$ cat config.mk
export PLATFORM = sky130hd
export DESIGN_NAME = find_peaks_k
export DESIGN_NICKNAME = d
export VERILOG_FILES = /design/src/rtl/find_peaks_k.sv
export SDC_FILE = /design/constraint.sdc
export NUM_CORES = 1
export LEC_CHECK = 0
export CAP_MARGIN = 0
export CORE_UTILIZATION = 54
export DETAILED_ROUTE_END_ITERATION = 10
export PLACE_DENSITY_LB_ADDON = 0.12
export SYNTH_ARGS = -nofsm -noshare
export SYNTH_HDL_FRONTEND = slang
export SYNTH_SLANG_ARGS = --single-unit
$ cat constraint.sdc
create_clock -name clk -period 4.7 [get_ports clk]
set_input_delay 0.705 -clock clk [delete_from_list [all_inputs] [get_ports clk]]
set_output_delay 0.705 -clock clk [all_outputs]
set_load 0.02 [all_outputs]
$ cat src/rtl/find_peaks_k.sv
// +----------------------------------------------------------------------------+
// | find_peaks_k: streaming 3-sample local-peak finder keeping the top-K peaks  |
// | of a frame, emitted sorted one per beat.            Rev 1.0                |
// +----------------------------------------------------------------------------+
`default_nettype none

module find_peaks_k #(
  parameter int DATA_WIDTH = 8,
  parameter int ADDR_WIDTH = 6,
  parameter int NUM_PEAKS  = 3,
  parameter int RANK_WIDTH = 2
) (
  input  logic                  clk,
  input  logic                  rst,
  input  logic [DATA_WIDTH-1:0] threshold,
  input  logic                  s_axis_tvalid,
  input  logic                  s_axis_tlast,
  input  logic [DATA_WIDTH-1:0] s_axis_tdata,
  input  logic [ADDR_WIDTH-1:0] s_axis_taddr,
  output logic                  s_axis_tready,
  input  logic                  m_axis_tready,
  output logic                  m_axis_tvalid,
  output logic                  m_axis_tlast,
  output logic [DATA_WIDTH-1:0] m_axis_tdata_l,
  output logic [DATA_WIDTH-1:0] m_axis_tdata_c,
  output logic [DATA_WIDTH-1:0] m_axis_tdata_r,
  output logic [ADDR_WIDTH-1:0] m_axis_taddr,
  output logic [RANK_WIDTH-1:0] m_axis_trank,
  output logic                  m_axis_tfound
);

  typedef enum logic [0:0] {
    ST_ACCEPT = 1'b0,
    ST_OUTPUT = 1'b1
  } state_t;

  localparam logic [RANK_WIDTH-1:0] c_LAST_RANK = RANK_WIDTH'(NUM_PEAKS - 1);

  state_t                r_state;
  logic [DATA_WIDTH-1:0] r_left;
  logic [DATA_WIDTH-1:0] r_cand;
  logic [ADDR_WIDTH-1:0] r_cand_addr;
  logic [1:0]            r_cnt;

  logic                  r_found [NUM_PEAKS];
  logic [DATA_WIDTH-1:0] r_l     [NUM_PEAKS];
  logic [DATA_WIDTH-1:0] r_c     [NUM_PEAKS];
  logic [DATA_WIDTH-1:0] r_r     [NUM_PEAKS];
  logic [ADDR_WIDTH-1:0] r_addr  [NUM_PEAKS];

  logic                  w_found [NUM_PEAKS];
  logic [DATA_WIDTH-1:0] w_l     [NUM_PEAKS];
  logic [DATA_WIDTH-1:0] w_c     [NUM_PEAKS];
  logic [DATA_WIDTH-1:0] w_r     [NUM_PEAKS];
  logic [ADDR_WIDTH-1:0] w_addr  [NUM_PEAKS];

  logic                  w_pv_found [NUM_PEAKS];
  logic [DATA_WIDTH-1:0] w_pv_l     [NUM_PEAKS];
  logic [DATA_WIDTH-1:0] w_pv_c     [NUM_PEAKS];
  logic [DATA_WIDTH-1:0] w_pv_r     [NUM_PEAKS];
  logic [ADDR_WIDTH-1:0] w_pv_addr  [NUM_PEAKS];

  logic [NUM_PEAKS-1:0]  w_ge;
  logic [NUM_PEAKS-1:0]  w_above;
  logic                  w_acc;
  logic                  w_ins;
  logic                  w_clear;
  logic [RANK_WIDTH-1:0] w_rank_nxt;

  assign s_axis_tready = (r_state == ST_ACCEPT) && !rst;
  assign w_acc         = s_axis_tvalid && s_axis_tready;
  assign w_ins         = w_acc && (r_cnt == 2'd2) && (r_cand > r_left) &&
                         (r_cand >= s_axis_tdata) && (r_cand >= threshold);
  assign w_clear       = rst || ((r_state == ST_OUTPUT) && m_axis_tready &&
                                 (m_axis_trank == c_LAST_RANK));
  assign w_rank_nxt    = m_axis_trank + 1'b1;

  // Slots with c >= new value stay put; the first slot below them takes the
  // new peak and everything further down shifts one place.
  for (genvar i = 0; i < NUM_PEAKS; i++) begin : g_slot
    assign w_ge[i] = r_found[i] && (r_c[i] >= r_cand);
    if (i == 0) begin : g_head
      assign w_above[i]    = 1'b1;
      assign w_pv_found[i] = 1'b0;
      assign w_pv_l[i]     = '0;
      assign w_pv_c[i]     = '0;
      assign w_pv_r[i]     = '0;
      assign w_pv_addr[i]  = '0;
    end else begin : g_tail
      assign w_above[i]    = w_ge[i-1];
      assign w_pv_found[i] = r_found[i-1];
      assign w_pv_l[i]     = r_l[i-1];
      assign w_pv_c[i]     = r_c[i-1];
      assign w_pv_r[i]     = r_r[i-1];
      assign w_pv_addr[i]  = r_addr[i-1];
    end
    assign w_found[i] = (!w_ins || w_ge[i]) ? r_found[i] : (w_above[i] ? 1'b1 : w_pv_found[i]);
    assign w_l[i]     = (!w_ins || w_ge[i]) ? r_l[i]     : (w_above[i] ? r_left : w_pv_l[i]);
    assign w_c[i]     = (!w_ins || w_ge[i]) ? r_c[i]     : (w_above[i] ? r_cand : w_pv_c[i]);
    assign w_r[i]     = (!w_ins || w_ge[i]) ? r_r[i]     : (w_above[i] ? s_axis_tdata : w_pv_r[i]);
    assign w_addr[i]  = (!w_ins || w_ge[i]) ? r_addr[i]  : (w_above[i] ? r_cand_addr : w_pv_addr[i]);
  end

  always_ff @(posedge clk) begin
    if (w_clear) begin
      r_state        <= ST_ACCEPT;
      r_left         <= '0;
      r_cand         <= '0;
      r_cand_addr    <= '0;
      r_cnt          <= 2'd0;
      m_axis_tvalid  <= 1'b0;
      m_axis_tlast   <= 1'b0;
      m_axis_tfound  <= 1'b0;
      m_axis_tdata_l <= '0;
      m_axis_tdata_c <= '0;
      m_axis_tdata_r <= '0;
      m_axis_taddr   <= '0;
      m_axis_trank   <= '0;
      for (int i = 0; i < NUM_PEAKS; i++) begin
        r_found[i] <= 1'b0;
        r_l[i]     <= '0;
        r_c[i]     <= '0;
        r_r[i]     <= '0;
        r_addr[i]  <= '0;
      end
    end else begin
      case (r_state)
        ST_ACCEPT: begin
          if (w_acc) begin
            r_left      <= r_cand;
            r_cand      <= s_axis_tdata;
            r_cand_addr <= s_axis_taddr;
            if (r_cnt != 2'd2) r_cnt <= r_cnt + 2'd1;
            for (int i = 0; i < NUM_PEAKS; i++) begin
              r_found[i] <= w_found[i];
              r_l[i]     <= w_l[i];
              r_c[i]     <= w_c[i];
              r_r[i]     <= w_r[i];
              r_addr[i]  <= w_addr[i];
            end
            // Rank 0 is loaded from the post-insertion list so the final
            // evaluation is visible on the very next cycle.
            if (s_axis_tlast) begin
              r_state        <= ST_OUTPUT;
              m_axis_tvalid  <= 1'b1;
              m_axis_tlast   <= (c_LAST_RANK == '0);
              m_axis_trank   <= '0;
              m_axis_tfound  <= w_found[0];
              m_axis_tdata_l <= w_l[0];
              m_axis_tdata_c <= w_c[0];
              m_axis_tdata_r <= w_r[0];
              m_axis_taddr   <= w_addr[0];
            end
          end
        end
        ST_OUTPUT: begin
          if (m_axis_tready) begin
            m_axis_trank   <= w_rank_nxt;
            m_axis_tlast   <= (w_rank_nxt == c_LAST_RANK);
            m_axis_tfound  <= r_found[w_rank_nxt];
            m_axis_tdata_l <= r_l[w_rank_nxt];
            m_axis_tdata_c <= r_c[w_rank_nxt];
            m_axis_tdata_r <= r_r[w_rank_nxt];
            m_axis_taddr   <= r_addr[w_rank_nxt];
          end
        end
        default: r_state <= ST_ACCEPT;
      endcase
    end
  end

endmodule

`default_nettype wire
Word-level counts from Yosys, hierarchy flattened --
Memories as Yosys holds them, arrays and structs flattened. Cells that the tools add are included.
Cells by class: equal/unequal tests 8, mux-type cells 77, add/subtract/negate cells 2, order comparisons 6, bitwise gates (word level) 16, reduce and logical (&&, ||, !) cells 22
Operators by type and width (count):
- two-way mux 8 bit | 33
- two-way mux 6 bit | 11
- one-hot mux 8 bit (2 select lines) | 3
- >= comparator 8 bit | 5
- two-way mux 1 bit | 23
- bitwise OR 1 bit | 15
- one-hot mux 6 bit (2 select lines) | 1
- logical AND 1 bit | 11
- AND reduction 3 bit | 3
- greater-than comparator 8 bit | 1
- inequality test 2 bit, second input constant | 4
- == test 2 bit, second input constant | 3
- two-way mux 2 bit | 3
- adder 2 x 1 -> 2 bit, second input constant | 2
- logical OR 1 bit | 4
- one-hot mux 1 bit (2 select lines) | 2
- one-hot mux 2 bit (2 select lines) | 1
- AND reduction 2 bit | 2
- zero test 1 bit | 2
- inequality test 1 bit, second input constant | 1
- NOT 1 bit | 1
Word-level totals: memories kept 5, output and inout port bits 36, bits in writable memories 93, bits of input ports 27, logic and storage cells 149, register bits after elaboration 60
Memories:
- r_c | depth 3, bits a word 8, read ports 4, clocked after Yosys merged registers in 0, wr ports 3, RTL line 47 | logic [DATA_WIDTH-1:0] r_c [NUM_PEAKS];
- r_l | depth 3, bits a word 8, read ports 3, clocked after Yosys merged registers in 0, wr ports 3, RTL line 46 | logic [DATA_WIDTH-1:0] r_l [NUM_PEAKS];
- r_r | depth 3, bits a word 8, read ports 3, clocked after Yosys merged registers in 0, wr ports 3, RTL line 48 | logic [DATA_WIDTH-1:0] r_r [NUM_PEAKS];
- r_addr | depth 3, bits a word 6, read ports 3, clocked after Yosys merged registers in 0, wr ports 3, RTL line 49 | logic [ADDR_WIDTH-1:0] r_addr [NUM_PEAKS];
- r_found | depth 3, bits a word 1, read ports 4, clocked after Yosys merged registers in 0, wr ports 3, RTL line 45 | logic r_found [NUM_PEAKS];

Logic depth before layout (Yosys ltp) --
word-level depth 13, mapped depth 11, gate-level depth less buffers 8

Worst setup path before layout --
Ideal clock, no wire load.
path type input -> register, start input threshold[7], end memory r_addr[2][0] (enable), slack 0.222 ns, buffers on the path 0, data arrival time 4.016 ns, library setup time 0.462 ns, required time 4.238 ns, cell stages on the path 7, cells stage by stage inv_1 ha_1 nand4_1 o31ai_2 o31a_1 nand2_1 o21ai_0
RTL lines:
- start: declaration | RTL line 15 | input logic [DATA_WIDTH-1:0] threshold,
- end: declaration | RTL line 49

==> results.yml <==
setup_path:
  r2r_slack_ns: 1.34
  path_buf_inv: 2
  crit_path_end: "r_addr[0][0]"
  startpoint: "r_cand[3]"
  critPathMaxFanout: 35
  timing.critical_path.mode_cell: "a21oi_1"
  slowest_stage: "o31a_2"
  slowest_delay_ns: 0.77
  worst-path-stages: 8
  crit_required_ns: 4.96
  arrival_ns: 3.62
  critical_path.top_delay_family: "compound AO/OA/AOI/OAI gates"
  reg2reg_depth: 8
  path_class: "reg -> reg"
  reg2reg_to: "r_addr[0][0]"
  start_kind: "flip-flop"
  reg2reg_from: "r_cand[3]"
  critPathCaptureType: "flip-flop"
  path_cells: "inv_1 > ha_1 > o21ai_0 > a21oi_1 > o31a_2 > buf_4 > o31ai_1 > a21oi_1"
sta:
  post-route-period-util_pct: 71.46
  drv_slew: 0
  relSlewSlack_pct: 17.79
  layout_setup_ws_ns: 1.341
  worstMarginPinSlew_ns: 1.230
  fmax_mhz: 297.7
  final-hold-violation-count: 0
  finalCriticalPeriod_ns: 3.359
  rsz0062_at_grt: "false"
  fin_setup_tns_ns: 0
  fin_skew_ns: 0.008428
  setup_viol: 0
global_routing:
  grt.busiest_layer: "met2"
  grt_max_degree: 63
  grt_use_met1_pct: 45.64
  grt_pass1_vias: 7836
  antenna_found_initial: 0
  grt_overflow: 0
  gr-usage-met2_pct: 51.89
  grt.total_usage_pct: 32.96
  grtUsageMet3_pct: 5.019
  grt_pass1_wl_um: 44770
clock_tree:
  ctsHoldBuffers: 0
  clkTransAtPathRegs_ns: 0.06
  cts.repair.resized: 0
  numCtsBuffers: 17
  root_buffer: "clkbuf_16"
  htreeDepth: 4
  clkLatencyLatePin_ns: 0.43
  cts_tree: "done"
  cts_num_sinks: 153
  clockBufferDepth: 2
  cts_setup_buffers: 0
synth:
  synthCells: 1012
  synth_seq_area_share_pct: 43.21
  ys_types: 42
  syn_area_um2: 9244
  synthTopCellsByArea: "edfxtp_1, dfxtp_1, a21oi_1"
  syn_area_per_cell_um2: 9.134
  synth_top_area_share_pct: 30.21
  synth_fp_nets: 1090
  ys_ff_latch: 153
  yosysWarnings: 0
  yosysTopAreaCell: "edfxtp_1"
finish:
  n_antenna_cell: 0
  drive_above_1_share_pct: 7.900
  nNetsFinal: 1103
  area_growth_pct: 15.01
placement:
  place_congestion: 0.8306
  detailedPlace.worstSlack_ns: 0.9798
  hpwl_um: 16870
  port_buffers: 62
floorplanning:
  fp.dieW_um: 132.8
  ios: 63
  placementRows: 47
  start_util_pct: 55.54
  core_region_area_um2: 16640
  die_area_um2: 17650
  fp.dieH_um: 132.8
outcome:
  status: "finished, final reports clean"
routing:
  drc_errors: 0
  route.detailed.wl_per_inst_um: 22.59
  first_pass_iters: 5
  drtIter0Drc: 934
  wirelength_um: 28410
  vias_per_cell: 6.701
  drtAntennaViolNets: 0
  via_count: 8430
power_and_ir_drop:
  total_power_mw: 3.559
  p_per_area_nw_per_um2: 334.8
  p_leak_nw: 3.669
  max-vdd-ir-drop_mv: 0.2714
hold_path:
  min_path_type: "reg -> reg"
job:
  maxCapViolCount: 0
## worst min-delay path by stage
stage | endpoint | startpoint | depth (start not counted)
global placement | m_axis_tvalid | m_axis_tvalid | 2
CTS | m_axis_tvalid | m_axis_tvalid | 2
floorplan | r_cand_addr[0] | r_cand_addr[0] | 2
global route | m_axis_tlast | m_axis_tlast | 2
detailed placement | m_axis_tvalid | m_axis_tvalid | 2
finish | m_axis_tvalid | m_axis_tvalid | 2
## layout make-up
class,instances,area [um2]
clock buffer,23,510.5
tap,220,275.3
multi-input combinational,723,4771
timing repair buffer,93,878.3
sequential,153,3995
fill,1391,6011
clock inverter,9,62.56
inverter,37,138.9
## cells in the final DEF, fill, tap and decap left out, types with 2 or more instances in the layout
| master | instances |
|---|---|
| nand2_1 | 144 |
| a21oi_1 | 136 |
| edfxtp_1 | 93 |
| clkdlybuf4s50_1 | 62 |
| o21ai_0 | 60 |
| dfxtp_1 | 59 |
| nand3_1 | 51 |
| ha_1 | 50 |
| inv_1 | 37 |
| o21a_1 | 34 |
| nand4_1 | 33 |
| o31ai_1 | 32 |
| o2111ai_1 | 31 |
| mux2i_1 | 30 |
| a311o_1 | 30 |
| o311a_1 | 29 |
| buf_4 | 29 |
| clkbuf_16 | 19 |
| nor2_1 | 16 |
| a211oi_1 | 6 |
| o211ai_1 | 4 |
| clkinvlp_4 | 4 |
| nand2b_1 | 3 |
| a21o_1 | 3 |
| clkinv_2 | 3 |
| nor2_2 | 2 |
| o21ai_2 | 2 |
| nor2b_1 | 2 |
| o21ai_4 | 2 |
| o31ai_4 | 2 |
| clkbuf_1 | 2 |
| clkinv_4 | 2 |
| clkbuf_8 | 2 |
| buf_12 | 2 |
## cell families after synthesis
logic type,Yosys count,share of synthesized area [%]
AND/OR/NAND/NOR,257,12.33
XOR/XNOR,1,0.09477
buffers and inverters,136,6.132
AO/OA/AOI/OAI,384,28.09
multiplexers,30,3.249
adder cells (fa/ha/maj),51,6.903
flip-flops,153,43.21
## sequential cells by signal (all words and copies together) (netlist names), 2 cells and up
name	flops
r_r	24
m_axis_trank	2
r_c	24
m_axis_tdata_r	8
m_axis_taddr	6
r_left	8
r_l	24
r_cand	8
r_addr	18
r_found	3
r_cand_addr	6
r_cnt	2
m_axis_tdata_c	8
m_axis_tdata_l	8
## layer usage
metal | routed length, um | share of wire [%]
met5 | 0 | 0
met4 | 677 | 2.4
met1 | 12150 | 43
met2 | 13190 | 46
met3 | 2402 | 8.5
## worst register-to-register path, stage by stage (launching register included)
cell,delay [ns]
dfxtp_1,0.68
inv_1,0.29
ha_1,0.35
o21ai_0,0.07
a21oi_1,0.29
o31a_2,0.77
buf_4,0.47
o31ai_1,0.11
a21oi_1,0.16
## cell usage after synthesis (all sizes together)
master and instances:
o2111ai 31, o31a 2, a21oi 136, edfxtp 93, nand2b 3, o31ai 35, xnor2 1, a31oi 2
nor3b 1, buf 26, nand2 145, a22o 1, o21a 34, mux2i 30, a21boi 2, a311o 30
and2 1, a211oi 7, nor3 2, dfxtp 60, nor2 18, a32oi 1, clkbuf 73, nor2b 2
o311a 29, ha 51, a41o 1, a31o 1, a21o 3, o21ai 64, a2111oi 1, nand4 33
inv 37, nand3 51, or2 1, o211ai 4
## through the flow
step	util, %	cells	instance area, um2	hold slack, ns
after global routing	63.88	1258	10630	0.5443
after floorplan	-	1012	9244	0.4747
final	63.88	1258	10630	0.4860
after global placement	60.44	1226	10060	0.4588
after detailed placement	60.44	1226	10060	0.4640
after CTS	63.88	1258	10630	0.4826
## report_power, final
part           internal, mW  leakage (nW)  switching [mW]
Sequential             1.51          1.46          0.0819
Combinational         0.212          1.94           0.425
Clock                 0.765         0.271           0.566
Total                  2.49          3.67            1.07
Power figures use the tool's default switching activity.
